`src/rtl/control_decode_stage.sv`:
```
// control_decode_stage: registered RV32 main decoder with valid/ready flow control.
// Decodes one 32-bit instruction per accept into datapath controls and holds them
// for the execute stage. Illegal encodings become a no-op and are counted (saturating).
// Optional feature macro: CONTROL_DECODE_MULDIV_EN. When defined, R-type funct7=0000001
// decodes as an M-extension op that occupies the stage for MULDIV_LATENCY cycles.
module control_decode_stage #(
   parameter int INSTR_WIDTH       = 32,
   parameter int MULDIV_LATENCY    = 4,
   parameter int ILLEGAL_CNT_WIDTH = 8
) (
   input  logic                         clk_i,
   input  logic                         rst_i,
   input  logic [INSTR_WIDTH-1:0]       instr_i,
   input  logic                         valid_i,
   output logic                         ready_o,
   input  logic                         ready_i,
   input  logic                         flush_i,
   output logic                         valid_o,
   output logic                         branch_o,
   output logic                         jump_o,
   output logic                         mem_write_o,
   output logic                         alu_src_o,
   output logic                         reg_write_o,
   output logic [1:0]                   result_src_o,
   output logic [2:0]                   imm_src_o,
   output logic [1:0]                   alu_op_o,
   output logic [4:0]                   rd_o,
   output logic                         muldiv_o,
   output logic                         illegal_o,
   output logic [ILLEGAL_CNT_WIDTH-1:0] illegal_cnt_o
);

   // Decoded control word; field order follows the decode table rows.
   typedef struct packed {
      logic       reg_write;
      logic [2:0] imm_src;
      logic       alu_src;
      logic       mem_write;
      logic [1:0] result_src;
      logic       branch;
      logic [1:0] alu_op;
      logic       jump;
      logic       muldiv;
      logic       illegal;
   } ctrl_t;

   // Illegal encodings: every control strobe low, only the illegal flag raised.
   localparam ctrl_t CTRL_ILLEGAL = 14'b00000000000001;

   typedef enum logic [1:0] {
      EMPTY   = 2'd0,
      FULL    = 2'd1
`ifdef CONTROL_DECODE_MULDIV_EN
      ,MD_BUSY = 2'd2
`endif
   } state_t;

   // Opcode decode; M-extension recognition exists only in the muldiv build.
   function automatic ctrl_t decode(input logic [31:0] ins);
      ctrl_t c;
      c = CTRL_ILLEGAL;
      case (ins[6:0])
         7'b0000011: c = {12'b1_000_1_0_01_0_00_0, 2'b00};   // load
         7'b0100011: c = {12'b0_001_1_1_00_0_00_0, 2'b00};   // store
         7'b1100011: c = {12'b0_010_0_0_00_1_01_0, 2'b00};   // branch
         7'b0010011: c = {12'b1_000_1_0_00_0_10_0, 2'b00};   // I-ALU
         7'b1101111: c = {12'b1_011_0_0_10_0_10_1, 2'b00};   // JAL
         7'b1100111: c = {12'b1_000_1_0_10_0_00_1, 2'b00};   // JALR
         7'b0110111: c = {12'b1_100_1_0_00_0_11_0, 2'b00};   // LUI
         7'b0010111: c = {12'b1_100_1_0_11_0_00_0, 2'b00};   // AUIPC
         7'b0110011: begin                                    // R-type
            if (ins[31:25] == 7'b0000000 || ins[31:25] == 7'b0100000)
               c = {12'b1_000_0_0_00_0_10_0, 2'b00};
`ifdef CONTROL_DECODE_MULDIV_EN
            else if (ins[31:25] == 7'b0000001)
               c = {12'b1_000_0_0_00_0_10_0, 2'b10};
`endif
            else
               c = CTRL_ILLEGAL;
         end
         default: c = CTRL_ILLEGAL;
      endcase
      return c;
   endfunction

   // Saturating increment: holds at all-ones instead of wrapping.
   function automatic logic [ILLEGAL_CNT_WIDTH-1:0] sat_inc(
      input logic [ILLEGAL_CNT_WIDTH-1:0] v
   );
      if (&v)
         return v;
      return v + ILLEGAL_CNT_WIDTH'(1);
   endfunction

   state_t                         state_q, state_d;
   ctrl_t                          ctrl_p0;
   ctrl_t                          ctrl_p1;
   logic [4:0]                     rd_p1;
   logic [ILLEGAL_CNT_WIDTH-1:0]   ill_cnt_q;
   logic                           accept;
   logic                           unused_bits;

`ifdef CONTROL_DECODE_MULDIV_EN
   localparam logic [3:0] CNT_INIT = 4'(MULDIV_LATENCY - 1);
   logic [3:0] cnt_q, cnt_d;
`else
   localparam int unused_latency = MULDIV_LATENCY;
`endif

   // ---- stage p0: combinational decode of the incoming instruction ----
   assign ctrl_p0 = decode(instr_i[31:0]);
   assign accept  = valid_i && ready_o;

   // Accept when empty, or when the held entry is leaving this cycle.
   always_comb begin
      ready_o = 1'b0;
      if (!rst_i && !flush_i)
         ready_o = (state_q == EMPTY) || ((state_q == FULL) && ready_i);
   end

   // Next-state logic; flush overrides everything, accept overrides drain.
   always_comb begin
      state_d = state_q;
`ifdef CONTROL_DECODE_MULDIV_EN
      cnt_d   = cnt_q;
`endif
      if (flush_i) begin
         state_d = EMPTY;
`ifdef CONTROL_DECODE_MULDIV_EN
         cnt_d   = '0;
`endif
      end else begin
         case (state_q)
            EMPTY: state_d = EMPTY;
            FULL:  if (ready_i) state_d = EMPTY;
`ifdef CONTROL_DECODE_MULDIV_EN
            MD_BUSY: begin
               if (cnt_q == 4'd0)
                  state_d = FULL;
               else
                  cnt_d = cnt_q - 4'd1;
            end
`endif
            default: state_d = EMPTY;
         endcase
         if (accept) begin
            state_d = FULL;
`ifdef CONTROL_DECODE_MULDIV_EN
            if (ctrl_p0.muldiv) begin
               state_d = MD_BUSY;
               cnt_d   = CNT_INIT;
            end
`endif
         end
      end
   end

   // State register (and M-extension busy counter when built).
   always_ff @(posedge clk_i) begin
      if (rst_i) begin
         state_q <= EMPTY;
`ifdef CONTROL_DECODE_MULDIV_EN
         cnt_q   <= '0;
`endif
      end else begin
         state_q <= state_d;
`ifdef CONTROL_DECODE_MULDIV_EN
         cnt_q   <= cnt_d;
`endif
      end
   end

   // ---- stage p1: decoded controls registered at accept ----
   // Output register loads only on accept so outputs stay stable under backpressure.
   always_ff @(posedge clk_i) begin
      if (rst_i) begin
         ctrl_p1 <= '0;
         rd_p1   <= '0;
      end else if (accept) begin
         ctrl_p1 <= ctrl_p0;
         rd_p1   <= instr_i[11:7];
      end
   end

   // Illegal-instruction counter: counts accepted illegals, cleared only by reset.
   always_ff @(posedge clk_i) begin
      if (rst_i)
         ill_cnt_q <= '0;
      else if (accept && ctrl_p0.illegal)
         ill_cnt_q <= sat_inc(ill_cnt_q);
   end

   assign valid_o       = (state_q == FULL);
   assign reg_write_o   = ctrl_p1.reg_write;
   assign imm_src_o     = ctrl_p1.imm_src;
   assign alu_src_o     = ctrl_p1.alu_src;
   assign mem_write_o   = ctrl_p1.mem_write;
   assign result_src_o  = ctrl_p1.result_src;
   assign branch_o      = ctrl_p1.branch;
   assign alu_op_o      = ctrl_p1.alu_op;
   assign jump_o        = ctrl_p1.jump;
   assign illegal_o     = ctrl_p1.illegal;
   assign rd_o          = rd_p1;
   assign illegal_cnt_o = ill_cnt_q;

`ifdef CONTROL_DECODE_MULDIV_EN
   assign muldiv_o    = ctrl_p1.muldiv;
   assign unused_bits = ^instr_i[24:12];
`else
   // Without the M-extension the muldiv bit is never set; tie the port off.
   assign muldiv_o    = 1'b0;
   assign unused_bits = ^{instr_i[24:12], ctrl_p1.muldiv};
`endif

endmodule

```
`config.mk`:
```
export PLATFORM = sky130hd
export DESIGN_NAME = control_decode_stage
export DESIGN_NICKNAME = d
export VERILOG_FILES = /design/src/rtl/control_decode_stage.sv
export SDC_FILE = /design/constraint.sdc
export NUM_CORES = 1
export LEC_CHECK = 0
export CORE_ASPECT_RATIO = 0.5
export CORE_MARGIN = 5
export CORE_UTILIZATION = 43
export CTS_BUF_LIST = sky130_fd_sc_hd__clkbuf_16
export DETAILED_ROUTE_END_ITERATION = 10
export PLACE_DENSITY = 0.85
export RECOVER_POWER = 50
export SLEW_MARGIN = 20
export SYNTH_ARGS = -nofsm -noshare
export SYNTH_HDL_FRONTEND = slang
export SYNTH_SLANG_ARGS = --single-unit
```
`constraint.sdc`:
```
create_clock -name clk_i -period 4.24 [get_ports clk_i]
set_clock_uncertainty 0.1 [all_clocks]
set_input_delay 0.848 -clock clk_i [delete_from_list [all_inputs] [get_ports clk_i]]
set_output_delay 0.848 -clock clk_i [all_outputs]
set_load 0.02 [all_outputs]
```
# [Word level (Yosys, flattened, before mapping)]
# Cells that the tools add are included.
[totals] reg_bits=27 out_inout_bits=29 latchBits=0 mem_bits_ro=0 inputBits=37 ram_bits=0 memories=0
[classes] muxes=10 div=0 n_eq_ne=12 shifts=0 add_sub_neg=1 reduce_logical=13 mul=0 n_lt_le_gt_ge=0 n_bitwise=0
[ops] operator="14-bit case mux with 9 select lines" count=1
[ops] operator="7-bit by 6-bit equality test with 1-bit output, second input constant" count=4
[ops] operator="7-bit equality test, second input constant" count=3
[ops] operator="7-bit by 5-bit equality test with 1-bit output, second input constant" count=2
[ops] operator="14-bit 2-to-1 mux" count=1
[ops] operator="8-bit by 1-bit adder with 8-bit output, second input constant" count=1
[ops] operator="8-bit 2-to-1 mux" count=1
[ops] operator="8-bit AND reduction" count=1
[ops] operator="7-bit by 2-bit equality test with 1-bit output, second input constant" count=1
[ops] operator="7-bit zero test" count=1
[ops] operator="1-bit 2-to-1 mux" count=7
[ops] operator="1-bit logical AND" count=4
[ops] operator="3-bit by 2-bit inequality test with 1-bit output, second input constant" count=1
[ops] operator="1-bit zero test" count=2
[ops] operator="2-bit zero test" count=1
[ops] operator="1-bit logical OR" count=2
[ops] operator="2-bit inequality test, second input constant" count=1
[ops] operator="2-bit AND reduction" count=1
[ops] operator="2-bit OR reduction" count=1

# [Logic depth before layout (Yosys ltp)]
# Gate-level depths: netlist of the first run.
[depth] ltp_word=9 ltp_mapped=7 depth_no_buf=5

# [Worst setup path after synthesis of the first run]
# OpenSTA, ideal clock, no wires.
[synth_path] path_kind="input-to-output" from="in rst_i" to="out ready_o" path_slack_ns=1.595 path_stages=3 t_required_ns=3.292 t_arrival_ns=1.697 cell_sequence="buf_2 -> buf_1 -> nor3_1"
[synth_via] elab_chain_cells=3
[synth_lines] item="from (decl)" line_no="12" rtl="input logic rst_i,"
[synth_lines] item="1-bit zero test" line_no="117" rtl="if (!rst_i && !flush_i)"
[synth_lines] item="1-bit logical AND" line_no="117"
[synth_lines] item="1-bit 2-to-1 mux" line_no="117"
[synth_lines] item="to (decl)" line_no="15" rtl="output logic ready_o,"
# Every way passes these cells.

# [Worst setup path after layout of the first run]
# Ends and elaborated chain as after synthesis.

==> impl_results.md, run 1 <==
- Status: complete, no violations
- TritonCTS clock tree: built
- Hold Path Depth: 2
- Largest net degree at the start of global routing: 24
- Port bufs: 50
- Hold buffers post-CTS: 0
- Worst slew margin: 0.489
- Leak Pwr: 0.727 nW
- Design Power: 552 uW
- Fin cells: 248
- Total Wirelength: 3.77 mm
- Post-DP HPWL: 2.75 mm
- Final nets: 247
- RR Endpoint: illegal_cnt_o[4]
- Worst-path clk slew: 60 ps
- GR Util All Layers: 0.180
- Postcts setup bufs: 0
- Root Driver: clkbuf_16
- Slowest CP cell: dlygate4sd3_1
- Post-CTS resize count: 0
- Vias: 1388
- Worst r2r src: state_q[0]
- Mean Syn Cell Area: 8.30 sq um
- Floorplan Core Area: 3000 sq um
- Die Area: 4410 sq um
- Fin. Hold Viols: 0
- Drt initial violations: 127
- Final period util: 0.813
- Vias in the first global route: 1298
- CP Data Arrival Time: 2500 ps
- GP Congestion: 0.814
- Tightest Pin Transition: 767 ps
- Place WS: 945 ps
- EDFF count, synth: 0
- Wire length per cell: 15.2 um
- Post-route minimum period: 3450 ps
- FF+latch count, synth: 27
- Unique masters post-synth: 49
- Critical Path Fanout Max: 9
- Mapped Cells: 162
- DRC viols: 0
- GR Overflow Total: 0
- Fillcell total: 252
- Worst Setup Start Kind: input pin
- H-tree depth: 1
- Num CTS Buffers: 3
- Critical path class: in2out
- Effective utilization at floorplan: 0.449
- Antenna Cells: 0
- Vias per inst: 5.60
- FF-to-FF setup slack: 2000 ps
- Final-report max-slew violation count: 0
- Worst Hold Slack: 350 ps
- Crit. End Element: primary output
- Post-synth ARST share: 0
- Antenna violations before repair: 0
- # setup viols final: 0
- Final total negative setup slack: 0 ps
- Drt pass-1 iters: 4
- Hold crit path type: reg2reg
- RSZ-0062 raised after global routing: false
- Share of layout cells above drive strength 1: 0.0769
- Max clock buf depth: 2
- YS warnings: 0
- Crit-path cells: dlygate4sd3_1 -> nor3_1 -> clkdlybuf4s50_1
- First-pass GRT wire length: 6.33 mm
- I/O Pins: 66
- Worst Path Required: 3290 ps
- Die H: 49.5 um
- Top_reg_cell synth: dfxtp_1
- Area grow syn2layout: 44.3%
- Crit path largest cell delay: 700 ps
- Max Cap Viol: 0
- Buf/Inv on CP: 2
- Max VDD drop: 0.000139 V
- Total power divided by cell area: 285 nW/um^2
- Worst setup margin: 791 ps
- CP top delay family: buffers and inverters
- Site row count: 14
- Die Wd: 89.1 um
- Endpoint of the worst hold path: rd_o[0]
- Worst hold start: rd_o[0]
- Clock latency on the worst-skew pair: 260 ps
- Antenna viol nets, final: 0
- Sink Count: 27
- Syn_nets: 200
- Post-Place Cells: 244
- Worst R2R Path Depth: 4
- Max Freq: 0.290 GHz
- Register area share after synthesis: 0.402
- Mapped cell area: 1350 sq um
-- report_power, final --
group | internal [mW] | switching [mW] | total (mW)
sequential | 0.259 | 0.00276 | 0.261
clock | 0.127 | 0.0868 | 0.214
combinational | 0.0376 | 0.0393 | 0.0769
-- worst min-delay path, stage by stage, from the launching register on --
cell and delay (ps):
dfxtp_1 300, nand2_1 50, a21oi_1 50
-- synthesized netlist by cell type, types with 3 or more instances --
master | instances | area [sq um]
nand3_1 | 6 | 30.0
dfxtp_1 | 27 | 541
a21oi_1 | 21 | 105
o21ai_0 | 10 | 50.1
nor2_1 | 16 | 60.1
inv_1 | 5 | 18.8
clkbuf_1 | 6 | 22.5
nor2b_1 | 3 | 18.8
nor3_1 | 4 | 20.0
nand2_1 | 19 | 71.3
-- per-layer routing --
metal | up-vias | track usage | part of all wire
met1 | 654 | 0.227 | 0.42
li1 | 689 | - | -
met3 | 8 | 0.0383 | 0.045
met5 | - | 0 | 0
met2 | 37 | 0.309 | 0.52
met4 | 0 | 0.0470 | 0.018
-- cells in the final DEF, fill, tap and decap left out, types with 2 or more instances in the layout --
| cell | n |
|---|---|
| clkbuf_16 | 3 |
| nand4_1 | 2 |
| clkdlybuf4s50_1 | 23 |
| nand3_1 | 6 |
| nand3b_1 | 2 |
| nand2_1 | 19 |
| nor2_1 | 16 |
| o21ai_0 | 10 |
| a31oi_1 | 2 |
| dlygate4sd3_1 | 27 |
| o31ai_1 | 2 |
| or4_1 | 2 |
| inv_1 | 5 |
| nor3_1 | 4 |
| dfxtp_1 | 27 |
| nor4_1 | 2 |
| buf_4 | 2 |
| nor2b_1 | 3 |
| a21oi_1 | 21 |
-- flip-flops by register name (all words and copies together), names as in the netlist --
register	count
jump_o	1
illegal_cnt_o	8
state_q	1
rd_o	5
imm_src_o	3
result_src_o	2
illegal_o	1
mem_write_o	1
alu_src_o	1
alu_op_o	2
branch_o	1
reg_write_o	1
-- stage by stage --
stage / util / cell area (sq um)
floorplan: - / 1350
global placement: 0.621 / 1860
detailed placement: 0.621 / 1860
CTS: 0.648 / 1940
global route: 0.648 / 1940
finish: 0.648 / 1940
-- cell families (layout without fill, tap and decap cells) --
family	after synthesis	after routing	share of synthesized area
fa+ha+maj	1	1	0.00930
buf+inv	15	61	0.0512
xor+xnor	1	1	0.00651
simple gates	68	68	0.280
mux	2	2	0.0158
compound gates	47	47	0.233
other cells	1	1	0.00279
flops	27	27	0.402
-- final cells by class --
type,instances,area [sq um],share of cell area
clock buffer,3,75.1,0.0387
timing repair buffer,52,515,0.266
inverter,5,18.8,0.00967
multi-input combinational,120,736,0.379
sequential,27,541,0.279
clock inverter,1,5.00,0.00258
tap,40,50.0,0.0258
-- worst max-delay path by stage --
stage | startpoint | endpoint | slack [ps] | cells after the start
after global placement | rst_i | ready_o | 950 | 3
final | rst_i | ready_o | 790 | 3
after detailed placement | rst_i | ready_o | 950 | 3
after global routing | rst_i | ready_o | 780 | 3
after floorplan | rst_i | ready_o | 1600 | 3
after CTS | rst_i | ready_o | 860 | 3
Power figures use the tool's default switching activity.
==> run 2, diff against run 1 <==
--- a/config.mk
+++ b/config.mk
@@ -7,10 +7,10 @@
 export LEC_CHECK = 0
 export CORE_ASPECT_RATIO = 0.5
 export CORE_MARGIN = 5
-export CORE_UTILIZATION = 43
+export CORE_UTILIZATION = 36
 export CTS_BUF_LIST = sky130_fd_sc_hd__clkbuf_16
 export DETAILED_ROUTE_END_ITERATION = 10
-export PLACE_DENSITY = 0.85
+export PLACE_DENSITY = 0.76
 export RECOVER_POWER = 50
 export SLEW_MARGIN = 20
 export SYNTH_ARGS = -nofsm -noshare
==> constraint.sdc (replaced) <==
create_clock -name clk_i -period 2.85 [get_ports clk_i]
set_clock_uncertainty 0.1 [all_clocks]
set_input_delay 0.57 -clock clk_i [delete_from_list [all_inputs] [get_ports clk_i]]
set_output_delay 0.57 -clock clk_i [all_outputs]
set_load 0.02 [all_outputs]
==> run 2 against run 1 <==
Compared with the run above:
- core utilization is 8.4 points lower
- sequential power is 49% higher
- via count is 0.22% lower
- setup slack worse by 480 ps
- sequential cell count stayed put
- design area is 2.1% higher
- register-to-register slack worse by 1200 ps
- first-iteration DRC count is 61% lower
- die area is 16% higher
- critical path type unchanged
- largest cell class unchanged
==> impl_results.md, run 2 (synthesis gave the netlist of run 1 again) <==
- Status: complete, no violations
- Register share of total power: 0.474 (about the same)
- RSZ-0062 raised after global routing: false
- Crit. End Element: primary output
- Max reg flops: 8 (unchanged)
- Die Wd: 96.4 um (+8.2%)
- Worst hold start: rd_o[3]
- Critical path class: in2out
- Effective utilization at floorplan: 0.383 (-0.0658)
- Antenna viol nets, final: 0 (unchanged)
- Worst slew margin: 0.548 (+0.0592)
- I/O Pins: 66 (unchanged)
- Psw: 188 uW (+46%)
- Die Area: 5130 sq um (+16%)
- Worst-path clk slew: 60 ps (about the same)
- Max Freq: 0.393 GHz
- Leak Pwr: 0.741 nW (+1.9%)
- Vias per inst: 5.23 (-6.6%)
- Floorplan Core Area: 3510 sq um (+17%)
- Port bufs: 50 (unchanged)
- Comb pwr share: 0.142 (+0.003)
- Die H: 53.2 um (+7.4%)
- Wire length per cell: 13.9 um (-8.9%)
- Most common cell after layout, fill and taps aside: dfxtp_1
- Core Util, Final: 0.564 (-0.0835)
- Worst r2r src: state_q[0]
- Worst Setup Start Kind: input pin
- Sw Ratio: 0.229 (-0.00454)
- GR Util All Layers: 0.151 (-0.0287)
- Clock latency on the worst-skew pair: 260 ps (about the same)
- Design Power: 821 uW (+49%)
- Total power divided by cell area: 415 nW/um^2 (+46%)
- CP startpoint: rst_i
- Area grow syn2layout: 47.3%
- Worst setup margin: 307 ps (-485 ps)
- # setup viols final: 0 (unchanged)
- Max clock buf depth: 2 (unchanged)
- Critical Path Fanout Max: 5 (-4)
- Root Driver: clkbuf_16
- Hold buffers post-CTS: 0 (unchanged)
- Final-report max-slew violation count: 0 (unchanged)
- Share of layout cells above drive strength 1: 0.0935 (+0.0165)
- Final total negative setup slack: 0 ps (unchanged)
- Antenna violations before repair: 0 (unchanged)
- Placed instance area: 1920 sq um (+3.2%)
- Final nets: 253 (+2.4%)
- First-pass GRT wire length: 6.02 mm (-4.9%)
- Tightest Pin Transition: 678 ps (-88.8 ps)
- Drt pass-1 iters: 4 (unchanged)
- FF-to-FF setup slack: 770 ps (-1230 ps)
- Final instance area: 1980 sq um (+2.1%)
- Postcts setup bufs: 0 (unchanged)
- Register Area: 541 sq um (unchanged)
- Max Cap Viol: 0 (unchanged)
- Fin. Hold Viols: 0 (unchanged)
- CP Data Arrival Time: 1870 ps (-630 ps)
- GP Congestion: 0.862 (+5.9%)
- Area of the multi-input gates: 721 sq um (-2.0%)
- Hold crit path type: reg2reg
- Internal power: 633 uW (+50%)
- Final period util: 0.892
- GR Overflow Total: 0 (unchanged)
- H-tree depth: 1 (unchanged)
- Total Wirelength: 3.67 mm (-2.7%)
- Post-route minimum period: 2540 ps
- Num CTS Buffers: 3 (unchanged)
- Post-CTS resize count: 0 (unchanged)
- Sink Count: 27 (unchanged)
- Antenna Cells: 0 (unchanged)
- Max VDD drop: 0.000217 V (+57%)
- Drt initial violations: 50 (-61%)
- Place WS: 114 ps (-832 ps)
- Worst Path Required: 2180 ps (-1110 ps)
- TritonCTS clock tree: built
- Leading cell types in the layout, fill and taps excluded: 27 x dfxtp_1, 26 x clkdlybuf4s50_1, 24 x dlygate4sd3_1, 21 x a21oi_1, 19 x nand2_1
- DRC viols: 0 (unchanged)
- Post-DP HPWL: 2.81 mm (+2.3%)
- Vias in the first global route: 1247 (-3.9%)
- Fillcell total: 336 (+33%)
- Largest net degree at the start of global routing: 22 (-8.3%)
- Share of total power in the clock network: 0.384 (-0.003)
- Vias: 1385 (-0.22%)
- Site row count: 15 (+1)
[run 2: final cells by class]
cell class | instances | share of cell area
Multi-Input combinational cell | 120 | 0.364
Timing Repair Buffer | 58 | 0.281
Clock buffer | 3 | 0.0379
Clock inverter | 1 | 0.00253
Tap cell | 51 | 0.0322
Inverter | 5 | 0.00948
Sequential cell | 27 | 0.273
[run 2: routing by layer]
metal	vias up	wire, um	global-route usage
met4	0	36	0.0465
met3	6	114	0.0355
li1	692	-	-
met5	-	0	0
met1	663	1650	0.193
met2	24	1870	0.256
[run 2: critical path, stage by stage]
cell and delay (ps):
clkdlybuf4s50_1 480, nor3_1 200, clkdlybuf4s50_1 630
[run 2: path summary, 6_finish.rpt]
kind,cells after the start,endpoint
worst max-delay path,3,ready_o
worst min register to register,2,rd_o[3]
worst min-delay path,2,rd_o[3]
worst max register to register,5,alu_op_o[0]
[run 2: power groups by stage]
stage | combinational (mW) | sequential (mW) | clock, mW
2_1_floorplan | 0.0468 | 0.407 | 0
3_3_place_gp | 0.118 | 0.398 | 0
3_5_place_dp | 0.121 | 0.398 | 0
4_1_cts | 0.122 | 0.389 | 0.323
5_1_grt | 0.126 | 0.390 | 0.344
6_report | 0.117 | 0.389 | 0.315
[run 2: stage by stage]
| stage | std cells | hold WS, ps |
|---|---|---|
| floorplan | 162 | 430 |
| global route | 265 | 376 |
| CTS | 265 | 362 |
| global placement | 261 | 342 |
| finish | 265 | 355 |
| detailed placement | 261 | 353 |
==> run 3, diff against run 2 <==
--- a/config.mk
+++ b/config.mk
@@ -5,12 +5,14 @@
 export SDC_FILE = /design/constraint.sdc
 export NUM_CORES = 1
 export LEC_CHECK = 0
+export CELL_PAD_IN_SITES_DETAIL_PLACEMENT = 0
+export CELL_PAD_IN_SITES_GLOBAL_PLACEMENT = 2
 export CORE_ASPECT_RATIO = 0.5
 export CORE_MARGIN = 5
-export CORE_UTILIZATION = 36
+export CORE_UTILIZATION = 19
 export CTS_BUF_LIST = sky130_fd_sc_hd__clkbuf_16
 export DETAILED_ROUTE_END_ITERATION = 10
-export PLACE_DENSITY = 0.76
+export PLACE_DENSITY_LB_ADDON = 0.1
 export RECOVER_POWER = 50
 export SLEW_MARGIN = 20
 export SYNTH_ARGS = -nofsm -noshare
==> run 3 against run 2 <==
Compared with the run above:
- register-to-register slack improved by 130 ps
- sequential cell count unchanged
- non-clock buffer count increased by 4
- total power increased by 1.2%
- sequential power about the same
- hold slack got worse by 3.4 ps
- final cell count increased by 17%
- wire length increased by 9.3%
- core utilization decreased by 26 points
==> impl_results.md, run 3 (synthesis gave the netlist of run 1 again) <==
- Status: complete, no violations
- Final nets: 257 (+1.6%)
- Hold Path Depth: 2 (unchanged)
- DRC viols: 0 (unchanged)
- Worst hold start: rd_o[1]
- Drt initial violations: 46 (-8.0%)
- Worst Hold Slack: 352 ps (-3.36 ps)
- Crit. End Element: primary output
- GP Congestion: 0.761 (-12%)
- Worst r2r src: illegal_cnt_o[0]
- RR Endpoint: illegal_cnt_o[1]
- Placed instance area: 2000 sq um (+4.2%)
- Final period util: 0.929 (+0.0368)
- GR Util All Layers: 0.0956 (-0.0559)
- Wire length per cell: 13.0 um (-6.5%)
- Antenna violations before repair: 0 (unchanged)
- Die Area: 8960 sq um (+75%)
- Final instance area: 2080 sq um (+4.8%)
- Drt pass-1 iters: 4 (unchanged)
- Postcts setup bufs: 0 (unchanged)
- Most common cell after layout, fill and taps aside: dfxtp_1
- Share of layout cells above drive strength 1: 0.110 (+0.0166)
- Max VDD drop: 0.000240 V (+10%)
- Vias per inst: 4.38 (-16%)
- Clock latency on the worst-skew pair: 260 ps (about the same)
- GR Overflow Total: 0 (unchanged)
- CP Data Arrival Time: 1980 ps (+110 ps)
- Critical path class: in2out
- H-tree depth: 1 (unchanged)
- Floorplan Core Area: 6780 sq um (+93%)
- Tightest Pin Transition: 780 ps (+102 ps)
- # setup viols final: 0 (unchanged)
- Num CTS Buffers: 3 (unchanged)
- RSZ-0062 raised after global routing: false
- Effective utilization at floorplan: 0.198 (-0.185)
- Place WS: 113 ps (-0.424 ps)
- Max reg flops: 8 (unchanged)
- Port bufs: 50 (unchanged)
- Final-report max-slew violation count: 0 (unchanged)
- TritonCTS clock tree: built
- Worst R2R Path Depth: 5 (unchanged)
- Sink Count: 27 (unchanged)
- Max Freq: 0.378 GHz (-4.0%)
- Post-CTS resize count: 0 (unchanged)
- Largest net degree at the start of global routing: 22 (unchanged)
- Site row count: 21 (+6)
- Post-Place Cells: 306 (+17%)
- Total Wirelength: 4.02 mm (+9.3%)
- Worst Setup Start Kind: input pin
- Max Cap Viol: 0 (unchanged)
- Vias in the first global route: 1398 (+12%)
- Die Wd: 129 um (+34%)
- I/O Pins: 66 (unchanged)
- Fin. Hold Viols: 0 (unchanged)
- Leak Pwr: 0.770 nW (+3.8%)
- Critical Path Fanout Max: 5 (unchanged)
- Post-DP HPWL: 3.12 mm (+11%)
- Root Driver: clkbuf_16
- Antenna Cells: 0 (unchanged)
- Fin cells: 310 (+17%)
- Post-route minimum period: 2650 ps (+105 ps)
- Leading cell types in the layout, fill and taps excluded: 27 x dfxtp_1, 26 x clkdlybuf4s50_1, 24 x dlygate4sd3_1, 21 x a21oi_1, 19 x nand2_1
- Hold crit path type: reg2reg
- First-pass GRT wire length: 6.86 mm (+14%)
- Vias: 1358 (-1.9%)
- Die H: 69.5 um (+31%)
- Worst-path clk slew: 60 ps (about the same)
- Antenna viol nets, final: 0 (unchanged)
- Worst setup margin: 202 ps (-105 ps)
- Area grow syn2layout: 54.3%
- Worst Path Required: 2180 ps (about the same)
- Worst slew margin: 0.480 (-0.0679)
- Endpoint of the worst hold path: rd_o[1]
- FF-to-FF setup slack: 900 ps (+130 ps)
- Hold buffers post-CTS: 0 (unchanged)
- Final total negative setup slack: 0 ps (unchanged)
- Total power divided by cell area: 400 nW/um^2 (-3.4%)
- Max clock buf depth: 2 (unchanged)
## run 3: cell count changes in the layout (fill, tap and decap cells not counted), sizes merged
cell    before  now
inv          5    6
clkinv       1    0
buf          7   11
## run 3: report_power, final
part / internal, mW / switching, mW / total [mW] / leakage (nW)
Clock: 0.188 / 0.131 / 0.319 / 0.0423
Sequential: 0.385 / 0.00403 / 0.389 / 0.219
Combinational: 0.0631 / 0.0597 / 0.123 / 0.509
Total: 0.636 / 0.195 / 0.831 / 0.770
## run 3: final cells by class
cell class	count	area [sq um]
inverters	5	18.8
multi-input cells	120	736
fillers	730	4700
flip-flops and latches	27	541
clock buffers	3	75.1
clock inverters	1	3.75
repair buffers	62	587
well taps	92	115
## run 3: metal layers
layer	global-route usage	routed length, um
met5	0	0
met4	0.0175	25
met2	0.163	1850
met3	0.0338	241
met1	0.117	1900
## run 3: worst max-delay path, stage by stage
cell	delay, ps
clkdlybuf4s50_1	520
nor3_1	250
clkdlybuf4s50_1	640
## run 3: stage by stage
stage	power, mW	util
6_report	0.831	0.306
5_1_grt	0.884	0.306
4_1_cts	0.856	0.307
3_5_place_dp	0.525	0.295
3_3_place_gp	0.525	0.295
2_1_floorplan	0.454	-
## run 3: how the worst max path moves through the flow
stage	endpoint	slack [ps]	from
floorplan	illegal_cnt_o[1]	650	instr_i[26]
global placement	illegal_cnt_o[1]	110	instr_i[26]
detailed placement	illegal_cnt_o[1]	110	instr_i[26]
CTS	ready_o	200	rst_i
global route	ready_o	120	rst_i
finish	ready_o	200	rst_i
